`src/rtl/pc_sequencer_if.sv`:
```
// Control-operation handshake between the execute stage and the PC sequencer.
interface pc_sequencer_if;
  logic        ctl_valid;
  logic        ctl_ready;
  logic [2:0]  ctl_op;
  logic [31:0] ctl_target;
  logic [7:0]  ctl_tt;

  // Execute stage offers operations.
  modport master (output ctl_valid, ctl_op, ctl_target, ctl_tt, input ctl_ready);
  // Sequencer accepts them when idle.
  modport slave  (input ctl_valid, ctl_op, ctl_target, ctl_tt, output ctl_ready);
endinterface

```
`src/rtl/pc_sequencer.sv`:
```
// PC/nPC control-transfer sequencer: turns one accepted control op into an
// ordered pair of single-action strobes for the PC pair, and handles traps.
module pc_sequencer (
  input  logic        clk,
  input  logic        rst,
  pc_sequencer_if.slave ctl,
  input  logic        et,
  input  logic [19:0] tbr_base,
  input  logic [31:0] pc_cur,
  input  logic [31:0] npc_cur,
  output logic        pc_wr,
  output logic [31:0] pc_in,
  output logic        npc_wr,
  output logic [31:0] npc_in,
  output logic        pcs_inc,
  output logic        trap_taken,
  output logic [7:0]  trap_tt,
  output logic [31:0] trap_pc,
  output logic [31:0] trap_npc,
  output logic        error_mode
);

  localparam logic [1:0] ST_IDLE  = 2'd0;
  localparam logic [1:0] ST_STEP1 = 2'd1;
  localparam logic [1:0] ST_STEP2 = 2'd2;
  localparam logic [1:0] ST_ERROR = 2'd3;

  localparam logic [2:0] OP_SEQ   = 3'd0;
  localparam logic [2:0] OP_XFER  = 3'd1;
  localparam logic [2:0] OP_ANNUL = 3'd2;
  localparam logic [2:0] OP_SKIP  = 3'd3;
  localparam logic [2:0] OP_TRAP  = 3'd4;
  localparam logic [2:0] OP_LOAD  = 3'd5;

  logic [1:0]  state;
  logic [2:0]  op_q;
  logic [31:0] data_q;   // target for transfers/loads, trap vector for traps
  logic [2:0]  acc_op;
  logic [7:0]  acc_tt;
  logic [31:0] acc_vec;
  logic        accept;

  assign ctl.ctl_ready = (state == ST_IDLE);
  assign error_mode    = (state == ST_ERROR);
  assign accept        = ctl.ctl_valid && (state == ST_IDLE);

  // Normalise the offered op: reserved codes act as SEQ, misaligned targets trap.
  always_comb begin
    acc_op = ctl.ctl_op;
    acc_tt = ctl.ctl_tt;
    if (ctl.ctl_op > OP_LOAD) acc_op = OP_SEQ;
    if ((acc_op == OP_XFER || acc_op == OP_ANNUL || acc_op == OP_LOAD) &&
        (ctl.ctl_target[1:0] != 2'b00)) begin
      acc_op = OP_TRAP;
      acc_tt = 8'h07;
    end
    acc_vec = {tbr_base, acc_tt, 4'b0000};
  end

  // Sequencer state, latched op/data and trap capture registers.
  always_ff @(posedge clk) begin
    if (rst) begin
      state      <= ST_IDLE;
      op_q       <= OP_SEQ;
      data_q     <= '0;
      trap_taken <= 1'b0;
      trap_tt    <= '0;
      trap_pc    <= '0;
      trap_npc   <= '0;
    end else begin
      trap_taken <= 1'b0;
      case (state)
        ST_IDLE: if (accept) begin
          op_q   <= acc_op;
          data_q <= (acc_op == OP_TRAP) ? acc_vec : ctl.ctl_target;
          state  <= ST_STEP1;
          if (acc_op == OP_TRAP) begin
            trap_taken <= 1'b1;
            trap_tt    <= acc_tt;
            trap_pc    <= pc_cur;
            trap_npc   <= npc_cur;
            // A trap with traps disabled is unrecoverable until reset.
            if (!et) state <= ST_ERROR;
          end
        end
        ST_STEP1: state <= (op_q == OP_SEQ) ? ST_IDLE : ST_STEP2;
        ST_STEP2: state <= ST_IDLE;
        default:  state <= ST_ERROR;
      endcase
    end
  end

  // Strobe decode: each step issues at most one action to the PC pair.
  always_comb begin
    pc_wr   = 1'b0;
    pc_in   = '0;
    npc_wr  = 1'b0;
    npc_in  = '0;
    pcs_inc = 1'b0;
    if (state == ST_STEP1) begin
      case (op_q)
        OP_ANNUL, OP_TRAP: begin npc_wr = 1'b1; npc_in = data_q; end
        OP_LOAD:           begin pc_wr  = 1'b1; pc_in  = data_q; end
        default:           pcs_inc = 1'b1;
      endcase
    end else if (state == ST_STEP2) begin
      case (op_q)
        OP_XFER: begin npc_wr = 1'b1; npc_in = data_q; end
        OP_LOAD: begin npc_wr = 1'b1; npc_in = data_q + 32'd4; end
        OP_ANNUL, OP_SKIP, OP_TRAP: pcs_inc = 1'b1;
        default: ;
      endcase
    end
  end

endmodule

```
`src/flat_wrapper.sv`:
```
// flat-port wrapper written by rule: the top's interface ports become plain ports
module pc_sequencer_flat 
  (clk, rst, et, tbr_base, pc_cur, npc_cur, pc_wr, pc_in, npc_wr, npc_in, pcs_inc, trap_taken, trap_tt, trap_pc, trap_npc, error_mode, ctl_ctl_valid, ctl_ctl_op, ctl_ctl_target, ctl_ctl_tt, ctl_ctl_ready);
  pc_sequencer_if ctl_i ();
  input  logic clk;
  input  logic rst;
  input  logic et;
  input  logic [19:0] tbr_base;
  input  logic [31:0] pc_cur;
  input  logic [31:0] npc_cur;
  output logic pc_wr;
  output logic [31:0] pc_in;
  output logic npc_wr;
  output logic [31:0] npc_in;
  output logic pcs_inc;
  output logic trap_taken;
  output logic [7:0] trap_tt;
  output logic [31:0] trap_pc;
  output logic [31:0] trap_npc;
  output logic error_mode;
  input wire logic [$bits(ctl_i.ctl_valid)-1:0] ctl_ctl_valid;
  input wire logic [$bits(ctl_i.ctl_op)-1:0] ctl_ctl_op;
  input wire logic [$bits(ctl_i.ctl_target)-1:0] ctl_ctl_target;
  input wire logic [$bits(ctl_i.ctl_tt)-1:0] ctl_ctl_tt;
  output wire logic [$bits(ctl_i.ctl_ready)-1:0] ctl_ctl_ready;
  assign ctl_i.ctl_valid = ctl_ctl_valid;
  assign ctl_i.ctl_op = ctl_ctl_op;
  assign ctl_i.ctl_target = ctl_ctl_target;
  assign ctl_i.ctl_tt = ctl_ctl_tt;
  assign ctl_ctl_ready = ctl_i.ctl_ready;
  pc_sequencer u_core (.clk(clk), .rst(rst), .ctl(ctl_i), .et(et), .tbr_base(tbr_base), .pc_cur(pc_cur), .npc_cur(npc_cur), .pc_wr(pc_wr), .pc_in(pc_in), .npc_wr(npc_wr), .npc_in(npc_in), .pcs_inc(pcs_inc), .trap_taken(trap_taken), .trap_tt(trap_tt), .trap_pc(trap_pc), .trap_npc(trap_npc), .error_mode(error_mode));
endmodule
```
`config.mk`:
```
export PLATFORM = sky130hd
export DESIGN_NAME = pc_sequencer_flat
export DESIGN_NICKNAME = d
export VERILOG_FILES = /design/src/rtl/pc_sequencer_if.sv /design/src/rtl/pc_sequencer.sv /design/src/flat_wrapper.sv
export SDC_FILE = /design/constraint.sdc
export NUM_CORES = 1
export LEC_CHECK = 0
export BUFFER_PORTS_ARGS = -buffer_cell sky130_fd_sc_hd__buf_2
export CAP_MARGIN = 10
export CORE_ASPECT_RATIO = 1.1
export CORE_MARGIN = 2
export CORE_UTILIZATION = 32
export CTS_BUF_LIST = sky130_fd_sc_hd__clkbuf_4 sky130_fd_sc_hd__clkbuf_8
export DETAILED_ROUTE_END_ITERATION = 10
export PLACE_DENSITY_LB_ADDON = 0.08
export SLEW_MARGIN = 20
export SYNTH_ARGS = -nofsm -noshare
export SYNTH_HDL_FRONTEND = slang
export SYNTH_SLANG_ARGS = --single-unit
```
`constraint.sdc`:
```
create_clock -name clk -period 3.5 [get_ports clk]
set_input_delay 0 -clock clk [delete_from_list [all_inputs] [get_ports clk]]
set_output_delay 0 -clock clk [all_outputs]
set_load 0.01 [all_outputs]
```
# --- Yosys cells after proc, flatten, opt, wreduce, memory -nomap -nowiden ---
# Index checks and enable logic that the tools add are counted.
# W data, S select, Z words.
classes:
  eq_ne: 13
  muxes: 26
  bitwise_logic: 2
  magnitude_cmp: 1
  n_addsub: 1
  n_reduce_logical: 14
ops:
  columns: ["operator", "n"]
  rows:
  - ["$mux W32", 6]
  - ["$pmux W32 S2", 1]
  - ["$add A32 B3 Y32 const B", 1]
  - ["$eq A3 B3 Y1 const B", 4]
  - ["$mux W1", 11]
  - ["$eq A3 B2 Y1 const B", 3]
  - ["$reduce_or A3 Y1", 3]
  - ["$mux W2", 4]
  - ["$mux W8", 1]
  - ["$eq A3 B1 Y1 const B", 2]
  - ["$mux W3", 2]
  - ["$pmux W2 S3", 1]
  - ["$eq A2 B2 Y1 const B", 2]
  - ["$reduce_or A2 Y1", 2]
  - ["$gt A3 B3 Y1 const B", 1]
  - ["$logic_not A3 Y1", 1]
  - ["$reduce_and A3 Y1", 1]
  - ["$eq A2 B1 Y1 const B", 1]
  - ["$logic_and A1 B1 Y1", 2]
  - ["$logic_not A2 Y1", 1]
  - ["$logic_or A1 B1 Y1", 2]
  - ["$ne A2 B1 Y1 const B", 1]
  - ["$not A1 Y1", 2]
  - ["$reduce_and A2 Y1", 1]
  - ["$reduce_bool A2 Y1", 1]
totals:
  output_inout_bits: 142
  regBits: 110
  elab_cells: 64
  in_bits: 131

# --- Logic depth before layout (Yosys ltp) ---
# Gate-level depths: netlist of run 1.
logic_depth:
  depth_word: 11
  depth_mapped: 8
  depth_no_buf: 6

# --- Least setup slack after synthesis of run 1 ---
# OpenSTA, ideal clock, no wires.
synth_timing:
  path_kind: "register to output"
  startpoint: "reg u_core.state[1]"
  endpoint: "out npc_in[18]"
  path_buffers: 0
  stages_incl_launch_ff: 7
  required_ns: 3.500
  arrival_ns: 1.737
  slack_ns: 1.763
  path_cell_list: "dfxtp_1 > inv_1 > ha_1 > nand4bb_1 > nor4_1 > a41oi_1 > a31oi_1"
synth_via:
  elab_chain_len: 3
  elab_cells_between_ends: 4
  classes_between: "2 x eq/ne; 2 x mux"
synth_lines:
  columns: ["item", "line", "source"]
  rows:
  - ["start: declaration", "pc_sequencer.sv:35", "logic [1:0] state;"]
  - ["start signal: assignment", "pc_sequencer.sv:86", "ST_STEP1: state <= (op_q == OP_SEQ) ? ST_IDLE : ST_STEP2;"]
  - ["$eq A2 B2 Y1", "pc_sequencer.sv:106", "end else if (state == ST_STEP2) begin"]
  - ["$mux W32", "pc_sequencer.sv:106", null]
  - ["$mux W32 (*)", "pc_sequencer.sv:100", "if (state == ST_STEP1) begin"]
  - ["end: declaration", "flat_wrapper.sv:14", "output logic [31:0] npc_in;"]
# Every way passes the cells marked *; elsewhere a longest branch is shown, timed or not.

# --- Final worst setup path of run 1 ---
# Same ends and word-level chain as after synthesis.

==> results of run 1 <==
## stage by stage
step | hold slack, ps | area [µm²] | cells | power [µW]
floorplan | 98.0 | 6380 | 775 | 2030
global placement | 246 | 7830 | 1235 | 2340
detailed placement | 236 | 7830 | 1235 | 2350
CTS | 20.5 | 9320 | 1380 | 3290
global route | 73.5 | 9330 | 1384 | 3460
finish | 49.3 | 9340 | 1385 | 3260
## where the power goes
group	total, µW	leakage, µW	internal, µW	switching, µW
logic	936	0.00304	470	466
registers	1540	0.000897	1380	168
clock network	779	0.000100	287	492
total	3260	0.00403	2130	1130
## cell usage in the layout (no fill, tap or decap), types with 8 or more instances in the layout
cell type and count:
sky130_fd_sc_hd__buf_2 271, sky130_fd_sc_hd__nand2b_1 141, sky130_fd_sc_hd__dlygate4sd3_1 129, sky130_fd_sc_hd__dfxtp_1 110, sky130_fd_sc_hd__mux2i_1 64, sky130_fd_sc_hd__o21ai_0 42, sky130_fd_sc_hd__nand2_1 41, sky130_fd_sc_hd__nand3_1 40
sky130_fd_sc_hd__and2_1 36, sky130_fd_sc_hd__nor2_1 35, sky130_fd_sc_hd__nand4_1 22, sky130_fd_sc_hd__a311oi_1 20, sky130_fd_sc_hd__a31oi_1 19, sky130_fd_sc_hd__a21oi_1 15, sky130_fd_sc_hd__buf_4 12, sky130_fd_sc_hd__inv_1 9
sky130_fd_sc_hd__clkbuf_8 9, sky130_fd_sc_hd__nor3_1 8
## worst register-to-register path, cell delays in order, from the launching register on
cell                            delay, ps
sky130_fd_sc_hd__dfxtp_1              360
sky130_fd_sc_hd__inv_1                 90
sky130_fd_sc_hd__ha_1                 230
sky130_fd_sc_hd__and2_2               420
sky130_fd_sc_hd__buf_4                440
sky130_fd_sc_hd__nor2_1               100
sky130_fd_sc_hd__a311oi_1             260
sky130_fd_sc_hd__dlygate4sd3_1        580
## cells by family (layout without fill, tap and decap cells)
family | count (synthesis) | in the layout | share of synthesized area
simple gates | 360 | 360 | 0.321
compound gates | 147 | 147 | 0.156
flops | 110 | 110 | 0.345
buf+inv | 85 | 438 | 0.0620
mux | 65 | 65 | 0.102
fa+ha+maj | 5 | 5 | 0.00981
xor+xnor | 3 | 3 | 0.00412
other cells | 0 | 5 | 0
## cell type report
type | instances | share of cell area
Sequential cell | 110 | 0.236
Inverter | 9 | 0.00362
Multi-Input combinational cell | 580 | 0.409
Tap cell | 252 | 0.0338
Clock inverter | 6 | 0.00724
Clock buffer | 10 | 0.0141
Timing Repair Buffer | 413 | 0.295
Antenna cell | 5 | 0.00134
## registers in the layout (all words and copies together) (netlist names)
name               cells
u_core.data_q         32
u_core.trap_taken      1
u_core.trap_tt         8
u_core.trap_pc        32
u_core.op_q            3
u_core.state           2
u_core.trap_npc       32
## metal layers
| metal | vias up | part of all wire | GRT usage |
|---|---|---|---|
| met4 | 0 | 0.018 | 0.0630 |
| met3 | 31 | 0.072 | 0.0520 |
| li1 | 3460 | - | - |
| met2 | 251 | 0.48 | 0.350 |
| met5 | - | 0 | 0 |
| met1 | 3187 | 0.43 | 0.249 |
## worst max-delay path by stage
stage	start	end	slack (ps)
2_1_floorplan	u_core.state[1]$_SDFFE_PP0P_	npc_in[18]	1760
3_5_place_dp	u_core.state[1]$_SDFFE_PP0P_	npc_in[18]	1130
6_report	u_core.state[1]$_SDFFE_PP0P_	npc_in[18]	690
3_3_place_gp	u_core.state[1]$_SDFFE_PP0P_	npc_in[9]	1230
4_1_cts	u_core.state[1]$_SDFFE_PP0P_	npc_in[18]	700
5_1_grt	u_core.state[1]$_SDFFE_PP0P_	npc_in[18]	520
==> impl_metrics.yaml, run 1 <==
worst_hold_path:
  endpoint_of_the_worst_hold_timing_path: "u_core.op_q[2]$_SDFFE_PP0P_"
  origin_of_the_worst_min_delay_path: "ctl_ctl_op[2]"
  hold_class: "in2reg"
  hold_path_depth: 5
logic_synthesis:
  total_nets_after_synthesis: 911
  post_synth_instance_area_um2: 6380
  yosys_most_used_dff: "sky130_fd_sc_hd__dfxtp_1"
  top_cells_by_count_synth: "sky130_fd_sc_hd__nand2b_1, sky130_fd_sc_hd__dfxtp_1, sky130_fd_sc_hd__mux2i_1, sky130_fd_sc_hd__clkbuf_1, sky130_fd_sc_hd__o21ai_0"
  post_synth_num_cell_types: 55
  synthesis.yosys.warnings: 0
  yosysTopAreaCellShare: 0.345
  synth-async-reset-ratio: 0
  post_synth_main_area_contributors: "sky130_fd_sc_hd__dfxtp_1, sky130_fd_sc_hd__nand2b_1, sky130_fd_sc_hd__mux2i_1"
  syn_area_per_cell_um2: 8.23
  synth_enable_flop_cells: 0
  synthMostInstantiatedCell: "sky130_fd_sc_hd__nand2b_1"
  netlist.top_cell.by_area: "sky130_fd_sc_hd__dfxtp_1"
  postSynthCellCount: 775
  ys_seq_elements: 110
  seq_area_frac_synth: 0.345
sta:
  postLayoutSetupSlackWorst_ps: 691
  final_max_slew_viol_count: 0
  report.final.hold_viol_count: 0
  totalNegativeSetupSlack_ps: 0
  grt_setup_unrepaired: "false"
  finalClockSkew_ps: 16.5
  final_min_period_over_clock_period: 0.802
  achievable-frequency_mhz: 356
  count_of_endpoints_failing_setup_in_the_final_report: 0
  final_critical_path_required_period_ps: 2810
  max_slew_margin: 0.277
  worst-slew-pin-transition_ps: 1080
worst_setup_path:
  worst_path_largest_cell_delay_ps: 650
  worst-path-buf-inv: 2
  cp-end-kind: "output port"
  worst-r2r-cell-count: 7
  timing.critical_path.depth: 7
  r2r_setup_slk_ps: 980
  cpLargestDelayFamily: "simple AND/OR/NAND/NOR gates"
  worstPathRequired_ps: 3500
  path_max_fanout: 11
  reg2reg_from: "u_core.state[0]$_SDFFE_PP0P_"
  critical_path_cell_by_cell: "inv_1, ha_1, nand4bb_1, nor4_1, a41oi_1, a31oi_1, buf_2"
  timing_worst_setup_path_type: "reg2out"
  worstPathArrival_ps: 2810
  reg2reg_to: "u_core.data_q[23]$_SDFFE_PP0P_"
  critPathSlowestCell: "sky130_fd_sc_hd__nor4_1"
  start_kind: "flop"
global_route:
  grt_pass1_vias: 6805
  grt_antenna_before_repair: 5
  first_pass_grt_wire_length_um: 35400
  grtUsageTotal: 0.203
  grt_overflow_total: 0
  grt_start_max_net_pins: 134
die:
  ios: 273
  die_h_um: 152
  effective_utilization_at_floorplan: 0.323
  core.rowCount: 54
  dieWidth_um: 139
  design.core.area_um2: 19700
  die-area_um2: 21100
detailed_routing:
  routed_wl_um: 22300
  postRouteAntennaNets: 0
  routed_wire_length_per_instance_um: 16.1
  drc: 0
  detailedRoute.firstIterationViolations: 409
  vias_per_cell: 5.00
  firstDrtPassIters: 5
  num_vias: 6929
final_layout:
  final_nets: 1259
  multi_input_area_um2: 3820
  fillCellCount: 1958
  area_growth_pct: 46.3
  seqCellArea_um2: 2200
  final_core_util: 0.473
  drive_above_1_share: 0.276
placed_design:
  buffer_ports.inserted: 272
  place_worst_setup_slack_ps: 1130
  gpl.final_weighted_congestion: 0.854
  hpwl_um: 15300
power_and_ir_drop:
  peak_ir_drop_on_the_vdd_network_v: 0.000183
  p_leak_uw: 0.00403
  power.density_nw_per_um2: 349
clock_network:
  clock_insertion_delay_at_the_later_pin_of_the_skew_report_ps: 390
  post-cts-setup-buffers: 0
  postCtsHoldBufs: 129
  cts.htree.levels: 3
  cts_resized: 0
  tritoncts: "yes"
  cts.root.buffer_cell: "sky130_fd_sc_hd__clkbuf_8"
  clk_pin_slew_ps: 110
  total_clock_sinks: 110
  numCtsBuffers: 9
  clock_buffer_depth: 2
flow_run:
  max_cap_viol_count: 0
status:
  status: "complete, no violations"
No activity file was read; power rests on OpenSTA's default activity.
==> inputs of run 2 (changes only) <==
clock period = 2.65 ns   (was 3.5 ns; I/O delays follow)
==> run 2 against run 1 <==
  * Register-to-register slack got worse by 750 ps
  * Largest cell class unchanged
  * Critical endpoint is now npc_in[24]
  * Highest routed layer unchanged
  * Utilization is 0.73 points higher
  * Power increased by 35%
  * Sequential share of layout area is 0.36 points lower
  * Clock power grew 40%
  * Wire length increased by 2.1%
  * Largest power group unchanged
==> impl_metrics.yaml, run 2 (same netlist as run 1, synthesis figures left out) <==
status:
  status: "complete, no violations"
worst_setup_path:
  timing_worst_setup_path_type: "reg2out"
  worstPathRequired_ps: 2650
  start_kind: "flop"
  worstPathArrival_ps: 2520
  cpLargestDelayFamily: "simple AND/OR/NAND/NOR gates"
  path_max_fanout: 9
  critical_path_cell_by_cell: "and4_1, nand4_1, o311a_1, a221o_1, buf_2"
  critPathSlowestCell: "sky130_fd_sc_hd__dfxtp_1"
  worst_path_largest_cell_delay_ps: 510
  worst-path-buf-inv: 1
  cp-end-kind: "output port"
global_route:
  grt_overflow_total: 0
  grtUsageTotal: 0.209
  first_pass_grt_wire_length_um: 36500
  grt_antenna_before_repair: 5
  grt_pass1_vias: 7132
  grt_start_max_net_pins: 84
final_layout:
  mostFrequentLayoutCell: "sky130_fd_sc_hd__buf_2"
  final_cell_mix: "sky130_fd_sc_hd__buf_2, sky130_fd_sc_hd__nand2b_1, sky130_fd_sc_hd__dlygate4sd3_1"
  drive_above_1_share: 0.285
  multi_input_area_um2: 3830
  final_core_util: 0.481
  largest_regs: "u_core.data_q: 32 flops, u_core.trap_npc: 32 flops, u_core.trap_pc: 32 flops"
  layoutNonFillerInstCount: 1395
  final_nets: 1270
  fillCellCount: 1963
  seqCellArea_um2: 2200
  area_growth_pct: 48.6
sta:
  final_max_slew_viol_count: 0
  max_slew_margin: 0.552
  finalClockSkew_ps: 14.0
  final_critical_path_required_period_ps: 2520
  worst-slew-pin-transition_ps: 664
  totalNegativeSetupSlack_ps: 0
  count_of_endpoints_failing_setup_in_the_final_report: 0
  report.final.hold_viol_count: 0
  final_min_period_over_clock_period: 0.952
  achievable-frequency_mhz: 397
  grt_setup_unrepaired: "false"
die:
  die-area_um2: 21100
  design.core.area_um2: 19700
  ios: 273
  dieWidth_um: 139
  effective_utilization_at_floorplan: 0.323
  die_h_um: 152
  core.rowCount: 54
placed_design:
  place_inst: 1246
  buffer_ports.inserted: 272
  hpwl_um: 16000
  gpl.final_weighted_congestion: 0.926
worst_hold_path:
  hold_class: "in2reg"
detailed_routing:
  detailedRoute.firstIterationViolations: 318
  num_vias: 7031
  vias_per_cell: 5.04
  firstDrtPassIters: 5
  drc: 0
  postRouteAntennaNets: 0
  routed_wire_length_per_instance_um: 16.3
  routed_wl_um: 22700
clock_network:
  clock_buffer_depth: 2
  numCtsBuffers: 9
  post-cts-setup-buffers: 0
  tritoncts: "yes"
  cts.htree.levels: 3
  cts.root.buffer_cell: "sky130_fd_sc_hd__clkbuf_8"
  clk_pin_slew_ps: 120
  clock_insertion_delay_at_the_later_pin_of_the_skew_report_ps: 380
  total_clock_sinks: 110
power_and_ir_drop:
  peak_ir_drop_on_the_vdd_network_v: 0.000240
  p_leak_uw: 0.00410
  power.density_nw_per_um2: 465
flow_run:
  max_cap_viol_count: 0
[run 2: cell type report]
type | count | area share
Clock buffer | 9 | 0.0131
Multi-Input combinational cell | 580 | 0.404
Clock inverter | 6 | 0.00871
Antenna cell | 5 | 0.00132
Timing Repair Buffer | 424 | 0.304
Sequential cell | 110 | 0.232
Tap cell | 252 | 0.0333
Inverter | 9 | 0.00356
[run 2: metrics by stage]
| step | total power [µW] | hold WS, ps | instance area (µm²) | setup WS (ps) |
|---|---|---|---|---|
| after floorplan | 2680 | 98.0 | 6380 | 913 |
| after global placement | 3140 | 248 | 7950 | 502 |
| after detailed placement | 3140 | 249 | 7950 | 512 |
| after CTS | 4460 | 8.99 | 9450 | 65.1 |
| after global routing | 4670 | 104 | 9480 | 38.8 |
| final | 4410 | 46.7 | 9480 | 128 |
[run 2: worst min-delay path: stages]
cell and delay, ps:
sky130_fd_sc_hd__buf_2 110, sky130_fd_sc_hd__inv_1 50, sky130_fd_sc_hd__o21ai_0 70, sky130_fd_sc_hd__o22ai_1 100, sky130_fd_sc_hd__nor2_1 50
[run 2: what timing repair did]
action	in CTS	in global routing
hold buffers	129	0
resized for setup	0	3
endpoints found under the setup margin	0	6
endpoints found under the hold margin	104	0
[run 2: per-layer routing]
metal	wire, µm	vias up	part of all wire	global-route usage
li1	-	3489	-	-
met2	11000	257	0.48	0.368
met1	9530	3253	0.42	0.250
met5	0	-	0	0
met4	483	0	0.021	0.0664
met3	1690	32	0.074	0.0529
[run 2: final timing paths]
| kind | endpoint | cells after the start | from | slack (ps) |
|---|---|---|---|---|
| hold reg to reg | u_core.data_q[0]$_SDFFE_PP0P_ | 2 | u_core.data_q[0]$_SDFFE_PP0P_ | 470 |
| setup / recovery | npc_in[24] | 5 | u_core.data_q[8]$_SDFFE_PP0P_ | 130 |
| setup reg to reg | u_core.data_q[22]$_SDFFE_PP0P_ | 7 | u_core.state[0]$_SDFFE_PP0P_ | 230 |
| hold / removal | u_core.op_q[2]$_SDFFE_PP0P_ | 5 | ctl_ctl_op[2] | 50 |
[run 2: where the power goes]
group | switching, µW | leakage (µW) | internal [µW]
logic | 645 | 0.00311 | 655
registers | 204 | 0.000897 | 1820
clock network | 633 | 0.000101 | 453
==> inputs of run 3 (changes only) <==
CORE_UTILIZATION = 35   (was 32)
PLACE_DENSITY = 0.66   (was default)
PLACE_DENSITY_LB_ADDON = default   (was 0.08)
==> run 3 against run 2 <==
  * Clock-buffer cell count is 1 higher
  * Die area shrank 8.3%
  * Via count up 2.5%
  * Hold slack got worse by 13 ps
  * Clock skew grew 5.1 ps
  * Sequential share of layout area about the same
  * First-iteration DRC count up 11%
  * Sequential cell count did not move
  * Utilization rose by 5.1 points
  * Highest routed layer unchanged
==> impl_metrics.yaml, run 3 (same netlist as run 1, synthesis figures left out) <==
status:
  status: "complete, no violations"
worst_setup_path:
  worst-r2r-cell-count: 7
  worstPathRequired_ps: 2650
  timing.critical_path.depth: 5
  critical_path_cell_by_cell: "nand4_1, nor3_1, a41oi_1, a221o_1, buf_2"
  critPathSlowestCell: "sky130_fd_sc_hd__nor3_1"
  timing_worst_setup_path_type: "reg2out"
  worst-path-buf-inv: 1
  worstPathArrival_ps: 2500
  cp-end-kind: "output port"
  cpLargestDelayFamily: "simple AND/OR/NAND/NOR gates"
  start_kind: "flop"
  worst_path_largest_cell_delay_ps: 660
  path_max_fanout: 10
detailed_routing:
  drc: 0
  postRouteAntennaNets: 0
  detailedRoute.firstIterationViolations: 354
  vias_per_cell: 5.23
  num_vias: 7206
  routed_wl_um: 23200
  firstDrtPassIters: 5
  routed_wire_length_per_instance_um: 16.8
clock_network:
  numCtsBuffers: 9
  clk_pin_slew_ps: 120
  clock_buffer_depth: 2
  total_clock_sinks: 110
  tritoncts: "yes"
  cts.htree.levels: 3
  cts.root.buffer_cell: "sky130_fd_sc_hd__clkbuf_8"
  clock_insertion_delay_at_the_later_pin_of_the_skew_report_ps: 390
  post-cts-setup-buffers: 0
global_route:
  first_pass_grt_wire_length_um: 36600
  grt_antenna_before_repair: 1
  grtUsageTotal: 0.234
  grt_pass1_vias: 7167
  grt_start_max_net_pins: 62
  grt_overflow_total: 0
placed_design:
  buffer_ports.inserted: 272
  dp_area_um2: 7960
  place_inst: 1233
  gpl.final_weighted_congestion: 0.941
  hpwl_um: 15500
final_layout:
  finish.instance_area_um2: 9460
  area_growth_pct: 48.3
  largest_regs: "u_core.data_q: 32 flops, u_core.trap_npc: 32 flops, u_core.trap_pc: 32 flops"
  layoutNonFillerInstCount: 1379
  fillCellCount: 1632
  final_core_util: 0.531
  final_nets: 1271
  mostFrequentLayoutCell: "sky130_fd_sc_hd__buf_2"
  drive_above_1_share: 0.285
  final_cell_mix: "sky130_fd_sc_hd__buf_2, sky130_fd_sc_hd__nand2b_1, sky130_fd_sc_hd__dlygate4sd3_1"
sta:
  max_slew_margin: 0.392
  final_min_period_over_clock_period: 0.945
  count_of_endpoints_failing_setup_in_the_final_report: 0
  report.final.hold_viol_count: 0
  final_critical_path_required_period_ps: 2500
  worst-slew-pin-transition_ps: 911
  finalClockSkew_ps: 19.1
  achievable-frequency_mhz: 399
  final_max_slew_viol_count: 0
flow_run:
  max_cap_viol_count: 0
die:
  die_h_um: 146
  ios: 273
  dieWidth_um: 133
  die-area_um2: 19300
  core.rowCount: 51
  effective_utilization_at_floorplan: 0.358
  design.core.area_um2: 17800
power_and_ir_drop:
  peak_ir_drop_on_the_vdd_network_v: 0.000306
  power.density_nw_per_um2: 462
  fin_total_pwr_uw: 4370
  p_leak_uw: 0.00410
worst_hold_path:
  hold_path_depth: 4
  hold_class: "in2reg"
run 3: worst paths after layout:
check                                              startpoint  slack [ps]                        endpoint
worst max-delay path            u_core.data_q[4]$_SDFFE_PP0P_         150                      npc_in[29]
worst min-delay path                            ctl_ctl_op[1]          30     u_core.op_q[0]$_SDFFE_PP0P_
worst max register to register   u_core.state[0]$_SDFFE_PP0P_         270  u_core.data_q[29]$_SDFFE_PP0P_
worst min register to register  u_core.data_q[0]$_SDFFE_PP0P_         470   u_core.data_q[0]$_SDFFE_PP0P_
run 3: what timing repair did:
item	in CTS	in global routing
endpoints found under the setup margin	0	8
hold endpoints to repair	104	0
resized for setup	0	2
hold buffers	129	0
run 3: where the power goes:
part | internal, µW | switching, µW
Sequential | 1820 | 207
Combinational | 664 | 663
Clock | 383 | 640
run 3: cell type report:
cell class | instances | area [µm²] | share of cell area
Multi-Input combinational cell | 580 | 3830 | 0.405
Timing Repair Buffer | 425 | 2900 | 0.306
Sequential cell | 110 | 2200 | 0.233
Tap cell | 238 | 298 | 0.0315
Clock buffer | 10 | 138 | 0.0145
Clock inverter | 6 | 57.6 | 0.00608
Inverter | 9 | 33.8 | 0.00357
Antenna cell | 1 | 2.50 | 0.000264
run 3: stage by stage:
step	setup WS [ps]	hold slack [ps]	setup TNS, ps
after CTS	111	10.9	0
after global routing	-27.6	66.6	-27.6
final	145	33.9	0
after detailed placement	579	260	0
after floorplan	913	98.0	0
after global placement	619	251	0
run 3: layer usage:
layer  vias to the layer above  routed length (µm)  global-route usage
li1                       3480                   -                   -
met3                        60                1860              0.0599
met1                      3296                9590               0.280
met4                         0                 763               0.115
met5                         -                   0                   0
met2                       370               11000               0.389
run 3: tightest hold or removal path, delay by kind of cell:
family                 cells  cell delay (ps)
AOI/OAI and AO/OA          2              160
buffers and inverters      1              140
and+or+nand+nor            1               90
